==> config.mk <==
export PLATFORM = sky130hd
export DESIGN_NAME = param_shift_reg
export DESIGN_NICKNAME = d
export VERILOG_FILES = /design/src/rtl/param_shift_reg.sv
export SDC_FILE = /design/constraint.sdc
export NUM_CORES = 1
export LEC_CHECK = 0
export CAP_MARGIN = 20
export CORE_MARGIN = 3
export CORE_UTILIZATION = 30
export DETAILED_ROUTE_END_ITERATION = 6
export GPL_TIMING_DRIVEN = 0
export SYNTH_ARGS = -nofsm -noshare
export SYNTH_HDL_FRONTEND = slang
export SYNTH_SLANG_ARGS = --single-unit
==> constraint.sdc <==
create_clock -name clk_i -period 1.4 [get_ports clk_i]
set_clock_uncertainty 0.2 [all_clocks]
set_input_delay 0.21 -clock clk_i [delete_from_list [all_inputs] [get_ports clk_i]]
set_output_delay 0.21 -clock clk_i [all_outputs]
set_load 0.1 [all_outputs]
==> src/rtl/param_shift_reg.sv <==
// Parameterised universal shift register: shift/rotate/load/clear with a shift
// counter that pulses done_o once every WIDTH shifts.
module param_shift_reg #(
    parameter int unsigned          WIDTH       = 8,
    parameter logic [WIDTH-1:0]     RESET_VALUE = '0,
    localparam int unsigned         CW          = $clog2(WIDTH + 1)
) (
    input  logic             clk_i,
    input  logic             rst_ni,
    input  logic             en_i,
    input  logic [2:0]       mode_i,
    input  logic [WIDTH-1:0] d_i,
    input  logic             ser_in_l_i,
    input  logic             ser_in_r_i,
    output logic [WIDTH-1:0] q_o,
    output logic [WIDTH-1:0] not_q_o,
    output logic             ser_out_l_o,
    output logic             ser_out_r_o,
    output logic [CW-1:0]    cnt_o,
    output logic             done_o
);

    typedef enum logic [2:0] {
        ModeHold  = 3'b000,
        ModeShl   = 3'b001,
        ModeShr   = 3'b010,
        ModeRol   = 3'b011,
        ModeRor   = 3'b100,
        ModeLoad  = 3'b101,
        ModeAsr   = 3'b110,
        ModeClear = 3'b111
    } mode_e;

    localparam logic [CW-1:0] CntMax = CW'(WIDTH - 1);

    mode_e            mode;
    logic [WIDTH-1:0] q_q, q_d;
    logic [CW-1:0]    cnt_q, cnt_d;
    logic             done_q, done_d;
    logic             is_shift;

    assign mode = mode_e'(mode_i);

    always_comb begin
        q_d      = q_q;
        cnt_d    = cnt_q;
        done_d   = 1'b0;
        is_shift = 1'b0;
        if (en_i) begin
            unique case (mode)
                ModeHold: ;
                ModeShl: begin
                    q_d      = {q_q[WIDTH-2:0], ser_in_r_i};
                    is_shift = 1'b1;
                end
                ModeShr: begin
                    q_d      = {ser_in_l_i, q_q[WIDTH-1:1]};
                    is_shift = 1'b1;
                end
                ModeRol: begin
                    q_d      = {q_q[WIDTH-2:0], q_q[WIDTH-1]};
                    is_shift = 1'b1;
                end
                ModeRor: begin
                    q_d      = {q_q[0], q_q[WIDTH-1:1]};
                    is_shift = 1'b1;
                end
                ModeLoad: begin
                    q_d   = d_i;
                    cnt_d = '0;
                end
                ModeAsr: begin
                    q_d      = {q_q[WIDTH-1], q_q[WIDTH-1:1]};
                    is_shift = 1'b1;
                end
                ModeClear: begin
                    q_d   = RESET_VALUE;
                    cnt_d = '0;
                end
            endcase
            // A shift that completes the word wraps the count and flags done for one cycle.
            if (is_shift) begin
                if (cnt_q == CntMax) begin
                    cnt_d  = '0;
                    done_d = 1'b1;
                end else begin
                    cnt_d = cnt_q + CW'(1);
                end
            end
        end
    end

    always_ff @(posedge clk_i or negedge rst_ni) begin
        if (!rst_ni) begin
            q_q    <= RESET_VALUE;
            cnt_q  <= '0;
            done_q <= 1'b0;
        end else begin
            q_q    <= q_d;
            cnt_q  <= cnt_d;
            done_q <= done_d;
        end
    end

    assign q_o         = q_q;
    assign not_q_o     = ~q_q;
    assign ser_out_l_o = q_q[WIDTH-1];
    assign ser_out_r_o = q_q[0];
    assign cnt_o       = cnt_q;
    assign done_o      = done_q;

endmodule
==> flow_summary.json <==
{
  "setup_tns_ns": -1.227,
  "p_leak_nw": 0.7226,
  "powerDensity_nw_per_um2": 1722,
  "cts.clk_slew.worst_paths_ns": 0.09,
  "final_hold_viol_count": 0,
  "min_period_ns": 1.527,
  "die_h_um": 58.90,
  "coreArea_um2": 2567,
  "end_kind": "primary output",
  "seq_area_um2": 367.9,
  "multi_input_area_um2": 519.2,
  "critPathKind": "reg2out",
  "power.share.combinational_pct": 69.8,
  "drc_errors": 0,
  "synthSimpleGateAreaFrac_pct": 15.50,
  "synth_area_per_cell_um2": 8.655,
  "num_vias": 989,
  "nNetsFinal": 172,
  "port_buffers": 36,
  "crit_fanout": 5,
  "grt_pass1_wl_um": 4602,
  "antenna_cells": 0,
  "grt_max_degree": 14,
  "routed_via_density": 5.375,
  "setup_ws_ns": -0.1274,
  "drt_pass1_iterations": 4,
  "period_share_pct": 109.1,
  "vdd_ir_drop_max_mv": 1.279,
  "synth_fp_nets": 114,
  "placed_area_um2": 1359,
  "cp.arrival_ns": 1.12,
  "rsz0062_at_grt": "yes",
  "grt_pass1_vias": 931,
  "final_core_util_pct": 71.00,
  "tritoncts": "done",
  "power_frac_seq_pct": 22.5,
  "synth_compound_area_share_pct": 31.74,
  "hold_class": "in2reg",
  "hold_depth": 2,
  "tightest_slew_ns": 0.6139,
  "synth_top_family_by_area": "compound AO/OA/AOI/OAI gates",
  "synthAdderAreaFrac_pct": 1.490,
  "busiest_layer": "met2",
  "status": "finished with violations",
  "drive_above_1_share_pct": 57.14,
  "use_met1_pct": 22.66,
  "clockBufferDepth": 2,
  "required_ns": 0.99,
  "totalWireLength_um": 3091,
  "netlist_area_um2": 839.6,
  "final_antenna_net_count": 0,
  "antenna_found_initial": 0,
  "syn_to_final_growth_pct": 117.1,
  "yosys.area_share.xor_xnor_pct": 1.043,
  "design.die.area_um2": 3469,
  "p_int_mw": 1.462,
  "synth_mux_area_share_pct": 0,
  "cts-root-buf": "clkbuf_4",
  "place_ws_ns": -0.7183,
  "grtUsageTotal_pct": 17.51,
  "seq_area_frac_synth_pct": 38.75,
  "grtUsageMet3_pct": 4.167,
  "hold_buffers": 0,
  "worstSkewPairLatency_ns": 0.28,
  "power.share.clock_pct": 7.7,
  "ios": 39,
  "place_congestion": 0.8230,
  "sw_frac_of_total_pct": 53.45,
  "clock.fmax_mhz": 654.7,
  "synth_warnings": 0,
  "slew_viol_final": 0,
  "numCtsBuffers": 3,
  "relSlewSlack_pct": 58.95,
  "setup_viol_count_final": 22,
  "start_kind": "flop",
  "h-tree-depth": 1,
  "core.rowCount": 18,
  "stdcell_area_um2": 1823,
  "cts.sinks": 13,
  "netlist_instances": 97,
  "grt.met2_usage_pct": 29.02,
  "overflow": 0,
  "drt_iter0_markers": 35,
  "initial_core_util_pct": 32.70,
  "switchingPower_mw": 1.678,
  "ys_ff_latch": 13,
  "post-dp-hpwl_um": 1884,
  "die_w_um": 58.90,
  "hold_ws_ns": 0.07914,
  "rr_worst_depth": 3,
  "fillers": 185,
  "synth_cell_types": 27,
  "routedWlPerCell_um": 16.80,
  "violations": "setup timing",
  "cap_viol_max_count": 0
}
==> stage by stage <==
step           cells  total power [mW]
2_1_floorplan     97             1.916
3_3_place_gp     163             2.297
3_5_place_dp     163             2.303
4_1_cts          183             3.005
5_1_grt          184             3.243
6_report         184             3.140
==> power groups by stage <==
| stage | combinational (mW) | sequential (mW) | clock [mW] |
|---|---|---|---|
| 2_1_floorplan | 0.671 | 1.24 | 0 |
| 3_3_place_gp | 1.62 | 0.682 | 0 |
| 3_5_place_dp | 1.62 | 0.683 | 0 |
| 4_1_cts | 2.08 | 0.684 | 0.242 |
| 5_1_grt | 2.26 | 0.720 | 0.262 |
| 6_report | 2.19 | 0.707 | 0.242 |
==> synthesized netlist by cell type (all sizes together) <==
cell type | count | share of area, %
a211oi | 1 | 0.89
a21o | 1 | 0.89
a21oi | 3 | 1.8
a221oi | 7 | 7.3
a22o | 2 | 2.1
a31oi | 1 | 0.75
a32o | 6 | 7.2
a32oi | 1 | 1.0
buf | 9 | 7.0
dfrtp | 13 | 39
ha | 1 | 1.5
inv | 10 | 4.5
nand2 | 15 | 6.7
nand3 | 3 | 1.8
nor2 | 4 | 2.1
nor2b | 3 | 2.2
nor3 | 2 | 1.2
nor4 | 2 | 1.5
o21ai | 8 | 4.8
o22ai | 1 | 0.75
o31ai | 3 | 4.3
xor2 | 1 | 1.0
==> flip-flops by register name, indices dropped and copies added, names as in the netlist <==
register	flops
cnt_o	4
q_o	8
done_o	1
==> worst max-delay path: stages, from the launching register on <==
cell and delay [ns]:
dfrtp_4 0.54, buf_6 0.14, buf_12 0.15
==> cell families after synthesis <==
logic type / Yosys count
AOI/OAI and AO/OA: 34
and+or+nand+nor: 29
buffers and inverters: 19
DFF: 13
xor gates and xnor gates: 1
adders and majority gates: 1
==> final timing paths <==
path                                from  endpoint  slack [ns]
min in group asynchronous         rst_ni  cnt_o[2]        0.11
worst min-delay path                en_i  cnt_o[2]        0.08
worst max register to register    q_o[2]    q_o[1]       -0.08
worst min register to register  cnt_o[3]    done_o        0.41
max in group asynchronous         rst_ni    q_o[0]        0.43
worst max-delay path              q_o[7]    q_o[7]       -0.13
==> repair_timing <==
action	4_1_cts	5_1_grt
pin swaps	6	5
setup endpoints to repair	35	29
resized for setup	210	17
setup buffers	17	1
==> per-layer routing <==
| layer | vias up | share of wire (%) |
|---|---|---|
| li1 | 468 | - |
| met1 | 474 | 40 |
| met2 | 45 | 54 |
| met3 | 2 | 4.9 |
| met4 | 0 | 0.68 |
| met5 | - | 0 |
==> cell type report <==
class	instances	share of cell area, %
repair buffers	54	40.08
multi-input cells	65	28.48
flip-flops and latches	13	20.18
plain buffers	8	4.049
inverters	10	3.706
well taps	30	2.059
clock buffers	4	1.441
==> cells in the final DEF (no fill, tap or decap), drive strengths merged, types with 3 or more instances in the layout <==
| cell type | Yosys | routed |
|---|---|---|
| a221oi | 7 | 7 |
| clkinvlp | 0 | 8 |
| a21oi | 3 | 3 |
| dfrtp | 13 | 13 |
| nor2b | 3 | 3 |
| clkdlybuf4s50 | 0 | 11 |
| a32o | 6 | 6 |
| nand3 | 3 | 3 |
| nor2 | 4 | 4 |
| nand2 | 15 | 15 |
| buf | 9 | 49 |
| clkbuf | 0 | 4 |
| o21ai | 8 | 8 |
| o31ai | 3 | 3 |
Power figures use the tool's default switching activity.
